===== config.mk =====
export PLATFORM = sky130hd
export DESIGN_NAME = conv_acc_batch_seq
export DESIGN_NICKNAME = d
export VERILOG_FILES = /design/src/rtl/conv_acc_pkg.sv /design/src/rtl/conv_batch_cnt.sv /design/src/rtl/conv_acc_batch_seq.sv
export SDC_FILE = /design/constraint.sdc
export NUM_CORES = 1
export LEC_CHECK = 0
export CAP_MARGIN = 0
export CORE_MARGIN = 2
export CORE_UTILIZATION = 38
export CTS_CLUSTER_DIAMETER = 150
export DETAILED_ROUTE_END_ITERATION = 8
export PLACE_DENSITY = 0.68
export SYNTH_ARGS = -nofsm -noshare
export SYNTH_HDL_FRONTEND = slang
export SYNTH_HIERARCHICAL = 1
export SYNTH_SLANG_ARGS = --single-unit

===== constraint.sdc =====
create_clock -name sclk -period 4.77 [get_ports sclk]
set_input_delay 0.7155 -clock sclk [delete_from_list [all_inputs] [get_ports sclk]]
set_output_delay 0.7155 -clock sclk [all_outputs]
set_load 0.02 [all_outputs]

===== src/rtl/conv_acc_pkg.sv =====
// Shared definitions for the convolution accumulator sequencer and its accumulator:
// FSM state codes and the batch_type codes carried on the accumulator interface.
package conv_acc_pkg;

    localparam logic [1:0] ST_IDLE  = 2'd0;
    localparam logic [1:0] ST_RUN   = 2'd1;
    localparam logic [1:0] ST_GAP   = 2'd2;
    localparam logic [1:0] ST_FLUSH = 2'd3;

    localparam logic [1:0] BT_FIRST = 2'd0;
    localparam logic [1:0] BT_MID   = 2'd1;
    localparam logic [1:0] BT_LAST  = 2'd2;

    typedef logic [1:0] batch_type_t;

    // The first batch seeds the accumulator FIFO and the last batch releases the final sum.
    function automatic batch_type_t batch_type_of(input logic [7:0] idx, input logic [7:0] num);
        if (idx == 8'd0)
            return BT_FIRST;
        else if (idx == num - 8'd1)
            return BT_LAST;
        else
            return BT_MID;
    endfunction

endpackage


===== src/rtl/conv_batch_cnt.sv =====
// Pixel/batch counter pair: the pixel index wraps every pix_num_i beats and bumps the batch index.
module conv_batch_cnt #(
    parameter int PIX_W = 13
) (
    input  logic             clk_i,
    input  logic             rst_ni,
    input  logic             clr_i,
    input  logic             inc_i,
    input  logic [PIX_W-1:0] pix_num_i,
    output logic [7:0]       batch_o,
    output logic             wrap_o
);

    logic [PIX_W-1:0] pix_q;
    logic [7:0]       batch_q;

    assign wrap_o  = inc_i && (pix_q == pix_num_i - PIX_W'(1));
    assign batch_o = batch_q;

    always_ff @(posedge clk_i or negedge rst_ni) begin
        if (!rst_ni) begin
            pix_q   <= '0;
            batch_q <= '0;
        end else if (clr_i) begin
            pix_q   <= '0;
            batch_q <= '0;
        end else if (inc_i) begin
            if (wrap_o) begin
                pix_q   <= '0;
                batch_q <= batch_q + 8'd1;
            end else begin
                pix_q   <= pix_q + PIX_W'(1);
            end
        end
    end

endmodule


===== src/rtl/conv_acc_batch_seq.sv =====
// Sequences channel batches of partial sums into the accumulator, inserting bubbles at
// batch boundaries so the accumulator FIFO write lands before the next batch reads it.
module conv_acc_batch_seq
    import conv_acc_pkg::*;
#(
    parameter int DW      = 24,
    parameter int PIX_W   = 13,
    parameter int MAX_PIX = 4096,
    parameter int GAP_CYC = 4
) (
    input  logic                 sclk,
    input  logic                 s_rst_n,
    input  logic                 start,
    input  logic [PIX_W-1:0]     cfg_pix_num,
    input  logic [7:0]           cfg_batch_num,
    input  logic signed [DW-1:0] s_data,
    input  logic                 s_vld,
    output logic                 s_rdy,
    output logic signed [DW-1:0] acc_data_in,
    output logic                 acc_data_in_vld,
    output logic [1:0]           acc_batch_type,
    output logic                 acc_out_vld,
    output logic                 busy,
    output logic                 done,
    output logic                 cfg_err
);

    localparam int GW = (GAP_CYC > 1) ? $clog2(GAP_CYC) : 1;

    logic [1:0]           state_q, state_d;
    logic [GW-1:0]        gap_q, gap_d;
    logic [PIX_W-1:0]     pix_num_q;
    logic [7:0]           batch_num_q;
    logic signed [DW-1:0] data_q;
    logic                 vld_q;
    batch_type_t          type_q;
    logic                 out_vld_q;
    logic                 done_q;
    logic                 err_q;

    logic       cfg_ok;
    logic       launch;
    logic       accept;
    logic       wrap;
    logic [7:0] batch_cnt;
    logic       last_batch;

    assign cfg_ok = (cfg_pix_num != '0) && (32'(cfg_pix_num) <= MAX_PIX) && (cfg_batch_num >= 8'd2);
    assign launch = (state_q == ST_IDLE) && start && cfg_ok;
    assign s_rdy  = (state_q == ST_RUN);
    assign accept = s_rdy && s_vld;
    assign last_batch = (batch_cnt == batch_num_q - 8'd1);

    conv_batch_cnt #(.PIX_W(PIX_W)) u_cnt (
        .clk_i     (sclk),
        .rst_ni    (s_rst_n),
        .clr_i     (launch),
        .inc_i     (accept),
        .pix_num_i (pix_num_q),
        .batch_o   (batch_cnt),
        .wrap_o    (wrap)
    );

    always_comb begin
        state_d = state_q;
        gap_d   = gap_q;
        case (state_q)
            ST_IDLE:  if (launch) state_d = ST_RUN;
            ST_RUN: begin
                if (wrap) begin
                    state_d = last_batch ? ST_FLUSH : ST_GAP;
                    gap_d   = '0;
                end
            end
            ST_GAP: begin
                if (gap_q == GW'(GAP_CYC - 1))
                    state_d = ST_RUN;
                else
                    gap_d = gap_q + GW'(1);
            end
            ST_FLUSH: state_d = ST_IDLE;
            default:  state_d = ST_IDLE;
        endcase
    end

    // batch_type holds across stalls within a job and is parked at FIRST once the job drains.
    always_ff @(posedge sclk or negedge s_rst_n) begin
        if (!s_rst_n) begin
            state_q     <= ST_IDLE;
            gap_q       <= '0;
            pix_num_q   <= '0;
            batch_num_q <= '0;
            data_q      <= '0;
            vld_q       <= 1'b0;
            type_q      <= BT_FIRST;
            out_vld_q   <= 1'b0;
            done_q      <= 1'b0;
            err_q       <= 1'b0;
        end else begin
            state_q   <= state_d;
            gap_q     <= gap_d;
            vld_q     <= accept;
            out_vld_q <= vld_q && (type_q == BT_LAST);
            done_q    <= (state_q == ST_FLUSH);
            err_q     <= (state_q == ST_IDLE) && start && !cfg_ok;
            if (launch) begin
                pix_num_q   <= cfg_pix_num;
                batch_num_q <= cfg_batch_num;
            end
            if (accept) begin
                data_q <= s_data;
                type_q <= batch_type_of(batch_cnt, batch_num_q);
            end else if (state_q == ST_FLUSH) begin
                type_q <= BT_FIRST;
            end
        end
    end

    assign acc_data_in     = data_q;
    assign acc_data_in_vld = vld_q;
    assign acc_batch_type  = type_q;
    assign acc_out_vld     = out_vld_q;
    assign busy            = (state_q != ST_IDLE);
    assign done            = done_q;
    assign cfg_err         = err_q;

endmodule

Word level (Yosys, flattened, before mapping) --
Index checks and enable logic that the tools add are counted.
Word-level totals: register bits 76, bits of input ports 49, output and inout port bits 32, logic and storage cells 68
Cells by class: add/subtract/negate cells 5, $lt $le $gt $ge 2, eq/ne operators 11, muxes and demuxes 18, reduce and logical (&&, ||, !) cells 20
Operators with widths (number):
- $mux W13 | 3
- $mux W8 | 3
- $mux W2 | 9
- $add A13 B1 Y13 const B | 1
- $eq A13 B13 Y1 | 1
- $le A13 B13 Y1 const B | 1
- $reduce_bool A13 Y1 | 1
- $sub A13 B1 Y13 const B | 1
- $reduce_bool A2 Y1 | 5
- $add A8 B1 Y8 const B | 1
- $eq A2 B2 Y1 const B | 4
- $eq A8 B8 Y1 | 1
- $ge A8 B2 Y1 const B | 1
- $logic_and A1 B1 Y1 | 8
- $logic_not A8 Y1 | 1
- $pmux W2 S4 | 1
- $sub A8 B1 Y8 const B | 1
- $ne A2 B2 Y1 const B | 3
- $reduce_and A3 Y1 | 2
- $pmux W2 S2 | 1
- $add A2 B1 Y2 const B | 1
- $eq A2 B1 Y1 const B | 1
- $logic_not A2 Y1 | 1
- $ne A2 B1 Y1 const B | 1
- other kinds (3) | 3

Depth between registers and ports, before layout --
Gate-level depths: netlist of run 1.
word-level depth 6, gate-level depth with buffers 14, depth with buffers taken out 12

By module --
The synthesis of run 1 kept the hierarchy.
Modules (own cells, without submodules):
- conv_acc_batch_seq | times used 1, cells each 234, area an instance 2456.1 µm²
- conv_batch_cnt | times used 1, cells each 177, area an instance 1610.3 µm²

Worst setup path before layout of run 1 --
Ideal clock, no wire load.
kind register to register, from register state_q[0], to register u_cnt.batch_q[6], in the netlist u_cnt/batch_o[6], library setup time 78 ps, data arrival time 2948 ps, required time 4692 ps, slack 1743 ps, cell stages (with the launch flop) 13, buffers on the path 3, path through dfrtp_1 > nor2b_1 > nand2_1 > inv_2 > clkbuf_1 > clkbuf_1 > o211ai_1 > a211oi_1 > nand4_1 > nand4bb_2 > buf_6 > or3_1 > a21oi_1
On the way: cells in the longest elaborated chain, start to end 5, elaborated cells between the ends (all ways) 10
RTL lines:
- start, declared | line conv_acc_batch_seq.sv:30 | logic [1:0] state_q, state_d;
- start signal, assigned | line conv_acc_batch_seq.sv:100 | state_q <= state_d;
- $eq A2 B1 Y1 * | line conv_acc_batch_seq.sv:50 | assign s_rdy = (state_q == ST_RUN);
- named net s_rdy | line conv_acc_batch_seq.sv:18 | output logic s_rdy,
- $logic_and A1 B1 Y1 * | line conv_acc_batch_seq.sv:51 | assign accept = s_rdy && s_vld;
- named net accept | line conv_acc_batch_seq.sv:43 | logic accept;
- $logic_and A1 B1 Y1 | line conv_batch_cnt.sv:17 | assign wrap_o = inc_i && (pix_q == pix_num_i - PIX_W'(1));
- $reduce_bool A2 Y1 (no source line)
- $reduce_and A2 Y1 (no source line) *
- end signal, assigned | line conv_batch_cnt.sv:30 | batch_q <= batch_q + 8'd1;
- end, declared | line conv_batch_cnt.sv:15 | logic [7:0] batch_q;
Mark *: on every way through the listed nets, which the timed path passes. The rest lies on a longest branch. A chain may end at the register's enable or synchronous reset.

Worst setup path after layout of run 1 --
from input port s_vld, to register u_cnt.batch_q[7], in the netlist u_cnt/batch_o[7]
On the way: cells in the longest elaborated chain, start to end 4, elaborated cells between the ends (all ways) 5
RTL lines:
- start, declared | line conv_acc_batch_seq.sv:17 | input logic s_vld,
- $logic_and A1 B1 Y1 | line conv_acc_batch_seq.sv:51
- $logic_and A1 B1 Y1 | line conv_batch_cnt.sv:17
- named net wrap | line conv_acc_batch_seq.sv:44 | logic wrap;
- $reduce_bool A2 Y1 (no source line)
- $reduce_and A2 Y1 (no source line)
The timed path passes the listed nets, and every way through them passes these cells.

==> flow_metrics.tcl, run 1 <==
set metrics [dict create \
    critPathKind "in -> reg" \
    overflow 0 \
    start_util_pct 39.2 \
    cts-htree-levels 3 \
    cts-buffers-inserted 9 \
    finalSetupViolCount 0 \
    dp.final_hpwl_um 6520 \
    area_delta_synth_final_pct 27.3 \
    crit_path_max_incr_delay_ns 0.47 \
    pwr-share-clk_pct 32.9 \
    ctsHoldBuffers 0 \
    cp.required_ns 5.01 \
    rsz0062_at_grt "false" \
    portBuffers 80 \
    pin_count 81 \
    cts-root-buf "clkbuf_8" \
    num_rows 37 \
    multi_input_area_sq_um 2040 \
    regArea_sq_um 1900 \
    regToRegSetupSlack_ns 1.86 \
    via_per_inst 5.10 \
    crit_fanout 32 \
    syn_nets 465 \
    postCtsSetupBuffers 0 \
    crit_buf_inv 3 \
    vdd_drop_max_v 0.000137 \
    cts_tree "built" \
    tns_ns 0 \
    tightest_slew_ns 0.944 \
    yosys.area.top_type "dfrtp_1" \
    yosysSeqAreaShare_pct 46.8 \
    min_period_over_period_pct 63.6 \
    max_freq_ghz 0.330 \
    async_flop_share_pct 100 \
    arrival_ns 3.28 \
    synthTopCellsByArea "dfrtp_1 (47%), nand2_1 (8.6%), mux2_2 (6.1%)" \
    synth_seq_cells 76 \
    grt_max_degree 77 \
    cts.sinks 76 \
    clk_latency_ns 0.36 \
    syn-instance-count 411 \
    power_density_nw_per_um2 282 \
    worst-path-stages 10 \
    ctsLongestPathBuffers 2 \
    slew_violations 0 \
    num_antenna_cells 0 \
    finalClockSkew_ns 0.0145 \
    startpoint_type "input port" \
    cp-end-kind "register" \
    maxCapViolations 0 \
    fin_crit_ns 3.03 \
    yosys_warnings 6 \
    synth_edf_count 0 \
    leakage_nw 2.39 \
    fillers 979 \
    layout_commonest_cell "nand2_1" \
    wire_per_inst_um 14.3 \
    clk_pin_slew_ns 0.09 \
    timing.rr.start "state_q[1]$_DFFE_PN0P_" \
    synth_area_sq_um 4070 \
    layout.nets 547 \
    synthDominantCellAreaShare_pct 46.8 \
    whs_ns 0.465 \
    power_switching_share_pct 27.9 \
    hold-path-endpoint "acc_out_vld$_DFF_PN0_" \
    grt_pass1_vias 3234 \
    first_pass_iters 4 \
    postSynthAreaPerCell_sq_um 9.89 \
    synth_cell_types 67 \
    cp_slowest_cell "clkdlybuf4s50_1" \
    die_x_um 107 \
    status "finished clean" \
    p_int_mw 1.05 \
    final_cell_mix "nand2_1 (93), clkdlybuf4s50_1 (79), dfrtp_1 (76), mux2_2 (22)" \
    die_height_um 107 \
    reg2reg_depth 10 \
    dr.first_iter.drc_count 153 \
    grt_util_all_layers_pct 17.0 \
    gp_congestion 0.821 \
    synth_flop_cell "dfrtp_1" \
    cp_cell_sequence "clkdlybuf4s50_1 > nand2_1 > inv_2 > o211ai_1 > a211oi_1 > nand4_1 > nand4bb_2 > inv_2 > nand4_1 > mux2_2" \
    die-area_sq_um 11500 \
    hold_path_class "reg -> reg" \
    drcViolationCount 0 \
    slew_headroom_pct 37.1 \
    hold_start "acc_batch_type[0]$_DFFE_PN0P_" \
    cts_resized 0 \
    hold_depth 1 \
    p_comb_share_pct 16.4 \
    drive_gt1_share_pct 14.7 \
    core_area_sq_um 10400 \
    hold_viol 0 \
    r2r-end "u_cnt/batch_o[7]$_DFFE_PN0P_" \
    vias 3227 \
    p_sw_uw 407 \
    grt_antenna_before_repair 0 \
    drtAntennaViolNets 0 \
    power_frac_seq_pct 50.7 \
    grt_first_pass_wirelength_um 15300 \
    wirelength_um 9070 \
    cpLargestDelayFamily "buffers and inverters" \
]
## per-stage QoR
| stage | utilization, % | cells | total power [mW] | instance area, sq um | worst slack, ns |
|---|---|---|---|---|---|
| floorplan | - | 411 | 0.867 | 4070 | 1.74 |
| global placement | 48.1 | 618 | 0.989 | 4990 | 1.44 |
| detailed placement | 48.1 | 618 | 0.991 | 4990 | 1.36 |
| CTS | 49.9 | 633 | 1.48 | 5180 | 1.74 |
| global route | 49.9 | 633 | 1.54 | 5180 | 1.46 |
| finish | 49.9 | 633 | 1.46 | 5180 | 1.74 |
## power by group through the flow
stage,Clock [mW],Sequential [mW],Combinational [mW]
final,0.480,0.740,0.239
after global routing,0.525,0.746,0.268
after global placement,0,0.751,0.238
after detailed placement,0,0.751,0.240
after CTS,0.495,0.739,0.242
after floorplan,0,0.764,0.103
## routing by layer
metal	routed length (um)	GRT usage [%]	part of all wire (%)	up-vias
met2	4280	27.4	47	80
li1	-	-	-	1584
met5	0	0	0	-
met1	4080	21.5	45	1554
met3	581	5.27	6.4	9
met4	131	6.04	1.4	0
## Yosys cell counts, drive strengths merged (2+ instances only)
library cell  count
nand4             7
o21ai            11
ha                5
and2              6
or2               2
nand2            94
buf               3
o211a             2
o211ai            2
nor4              9
o21bai            2
clkbuf            7
xnor2            21
and3              5
nor2b             4
xor2             14
a211oi            4
inv              15
nand3             7
a21oi            12
and4b             2
o41ai             2
nor2             32
dfrtp            76
nand2b            4
nor4b             4
mux2             22
or3               5
nor3              7
## how the worst max path moves through the flow
stage	startpoint	endpoint	slack, ns
after global routing	s_vld	state_q[0]$_DFFE_PN0P_	1.46
final	s_vld	u_cnt/batch_o[7]$_DFFE_PN0P_	1.74
after floorplan	state_q[0]$_DFFE_PN0P_	u_cnt/batch_o[6]$_DFFE_PN0P_	1.74
after global placement	cfg_pix_num[1]	u_cnt/pix_q[6]$_DFFE_PN0P_	1.44
after CTS	cfg_pix_num[1]	u_cnt/pix_q[6]$_DFFE_PN0P_	1.74
after detailed placement	s_vld	state_q[0]$_DFFE_PN0P_	1.36
## cell type report
| cell class | count | area share, % |
|---|---|---|
| multi-input combinational | 309 | 39.5 |
| inverter | 15 | 1.09 |
| clock buffer | 9 | 2.39 |
| tap | 136 | 3.29 |
| sequential | 76 | 36.7 |
| clock inverter | 6 | 1.28 |
| timing repair buffer | 82 | 15.7 |
## worst register-to-register path, delay by kind of cell (launching register included)
family / cells / cell delay [ns]
and+or+nand+nor: 5 / 0.97
DFF: 1 / 0.50
AOI/OAI and AO/OA: 2 / 0.38
muxes: 1 / 0.29
buffers and inverters: 2 / 0.66
## state kept, by name, indices dropped and copies added, names as in the netlist
signal,flops
acc_data_in_vld,1
batch_num_q,8
u_cnt/batch_o,8
pix_num_q,13
state_q,2
acc_out_vld,1
cfg_err,1
done,1
u_cnt/pix_q,13
acc_batch_type,2
gap_q,2
acc_data_in,24
## cell families (layout without fill, tap and decap cells)
kind of cell	after synthesis	after routing	synth area share (%)
simple gates	194	194	24.5
flops	76	76	46.8
compound gates	51	51	9.32
xor+xnor	35	35	8.00
buf+inv	26	112	2.95
mux	24	24	6.89
fa+ha+maj	5	5	1.54
(Power assumes the default switching activity.)
==> run 2, diff against run 1 <==
Settings changed: PLACE_DENSITY 0.68 to 0.7.
Clock period 4.77 ns to 2.5 ns, I/O delays scaled along.
==> run 2 against run 1 <==
Flip-flop and latch count did not move. Sequential power rose by 91%. Clock power rose by 130%. Count of clock-buffer cells in the layout rose by 1. Utilization rose by 2.9 points. Sequential share of layout area fell by 2.0 points. Wire length rose by 5.4%. Total power rose by 100%. First-iteration DRC count fell by 14%. Cell count rose by 4.4%. Global-route usage rose by 0.49 points. Highest routed layer unchanged.
==> flow_metrics.tcl, run 2 (synthesis gave the netlist of run 1 again) <==
set metrics [dict create \
    status "finished clean" \
    cp_cell_sequence "or3_1 > or3_1 > a32o_1 > a31oi_1 > nand4bb_4 > inv_2 > nand4_1 > mux2_2" \
    startpoint_type "register" \
    rsz0062_at_grt "false" \
    cp_slowest_cell "dfrtp_1" \
    critPathMostFrequentCell "or3_1" \
    cts_tree "built" \
    cpLargestDelayFamily "simple AND/OR/NAND/NOR gates" \
    slew_headroom_pct 36.6 \
    drtAntennaViolNets 0 \
    cts-htree-levels 3 \
    pin_count 81 \
    slew_violations 0 \
    vias 3372 \
    grt_antenna_before_repair 0 \
    cts-root-buf "clkbuf_8" \
    vdd_drop_max_v 0.000316 \
    layout.nets 574 \
    overflow 0 \
    tightest_slew_ns 0.951 \
    power_density_nw_per_um2 540 \
    fin_crit_ns 2.42 \
    wirelength_um 9550 \
    layout_commonest_cell "nand2_1" \
    die_x_um 107 \
    hold_viol 0 \
    largest_reg_flops 24 \
    finalSetupViolCount 0 \
    dr.first_iter.drc_count 131 \
    portBuffers 80 \
    grt_pass1_vias 3418 \
    clk_latency_ns 0.36 \
    core_area_sq_um 10400 \
    final_cell_mix "nand2_1 (91), clkdlybuf4s50_1 (79), dfrtp_1 (75), buf_4 (30), mux2_2 (22)" \
    wire_per_inst_um 14.5 \
    cp.required_ns 2.75 \
    crit_start "pix_num_q[2]$_DFFE_PN0P_" \
    place_ws_ns -0.128 \
    clk_pin_slew_ns 0.08 \
    r2r-end "u_cnt/batch_o[7]$_DFFE_PN0P_" \
    grt_max_degree 77 \
    grt_first_pass_wirelength_um 16100 \
    cts-buffers-inserted 9 \
    fillers 955 \
    dp.final_hpwl_um 6880 \
    drive_gt1_share_pct 21.1 \
    hold_path_class "in -> async" \
    timing.final.ws_setup_ns 0.0803 \
    crit_path_max_incr_delay_ns 0.47 \
    critPathKind "reg -> reg" \
    worst-path-stages 8 \
    num_antenna_cells 0 \
    via_per_inst 5.10 \
    min_period_over_period_pct 96.8 \
    die-area_sq_um 11500 \
    regToRegSetupSlack_ns 0.08 \
    finalPower_mw 2.96 \
    gp_congestion 0.827 \
    ctsLongestPathBuffers 2 \
    area_delta_synth_final_pct 34.8 \
    arrival_ns 2.67 \
    start_util_pct 39.2 \
    drcViolationCount 0 \
    max_freq_ghz 0.413 \
    grt_util_all_layers_pct 17.5 \
    die_height_um 107 \
    crit_buf_inv 1 \
    leakage_nw 2.57 \
    crit_fanout 6 \
    cts.sinks 76 \
    timing.rr.start "pix_num_q[2]$_DFFE_PN0P_" \
    reg2reg_depth 8 \
    cp-end-kind "register" \
    first_pass_iters 5 \
    num_rows 37 \
    finalClockSkew_ns 0.00994 \
    maxCapViolations 0 \
]
[run 2: cell types whose count changed in the layout (fill, tap and decap cells not counted), moves of 2 or more]
cell / before / now
buf_4: 3 / 30
clkinv_2: 2 / 0
clkinv_4: 3 / 1
inv_1: 12 / 10
inv_2: 3 / 5
inv_6: 0 / 2
nand2_1: 93 / 91
nand2_2: 1 / 3
[run 2: worst max-delay path by stage]
stage	end	slack, ns
3_5_place_dp	u_cnt/pix_q[5]$_DFFE_PN0P_	-0.13
5_1_grt	u_cnt/batch_o[7]$_DFFE_PN0P_	0.001
6_report	u_cnt/batch_o[7]$_DFFE_PN0P_	0.08
4_1_cts	gap_q[1]$_DFFE_PN0P_	0.04
2_1_floorplan	u_cnt/batch_o[6]$_DFFE_PN0P_	0.008
3_3_place_gp	u_cnt/pix_q[9]$_DFFE_PN0P_	-0.08
[run 2: per-stage QoR]
step / hold WS (ns) / utilization [%] / TNS [ns] / area, sq um / std cells
detailed placement: 0.457 / 50.0 / -1.28 / 5180 / 643
floorplan: 0.0794 / - / 0 / 4090 / 411
finish: 0.153 / 52.8 / 0 / 5480 / 661
CTS: 0.191 / 52.5 / 0 / 5440 / 659
global route: 0.240 / 52.8 / 0 / 5480 / 661
global placement: 0.450 / 50.0 / -0.914 / 5180 / 643
[run 2: worst register-to-register path: stages (launching register included)]
cell and delay, ns:
dfrtp_1 0.47, or3_1 0.43, or3_1 0.33, a32o_1 0.25
a31oi_1 0.14, nand4bb_4 0.20, inv_2 0.07, nand4_1 0.10
mux2_2 0.33
[run 2: layer usage]
metal  global-route usage [%]  up-vias  wire, um
li1                         -     1635         -
met1                     21.3     1658      4130
met2                     30.5       68      4960
met3                     3.51       11       336
met4                     6.32        0       124
met5                        0        -         0
[run 2: area by class of cell]
class / instances / area [sq um] / area share, %
multi-input combinational: 309 / 2100 / 38.4
inverter: 15 / 56.3 / 1.03
clock buffer: 10 / 138 / 2.51
sequential: 76 / 1900 / 34.7
timing repair buffer: 109 / 1020 / 18.5
tap: 136 / 170 / 3.11
clock inverter: 6 / 93.8 / 1.71
[run 2: where the power goes]
part | switching (mW) | total (mW) | internal [mW] | leakage (nW)
registers | 0.0968 | 1.41 | 1.31 | 0.981
clock network | 0.479 | 1.08 | 0.598 | 0.113
logic | 0.231 | 0.473 | 0.243 | 1.48
total | 0.807 | 2.96 | 2.16 | 2.57
[run 2: what timing repair did]
item / in CTS / in global routing
hold buffers: 0 / 0
buffers inserted: 0 / 2
pin swaps: 0 / 2
hold endpoints to repair: 0 / 0
setup endpoints to repair: 8 / 12
resized for setup: 4 / 7
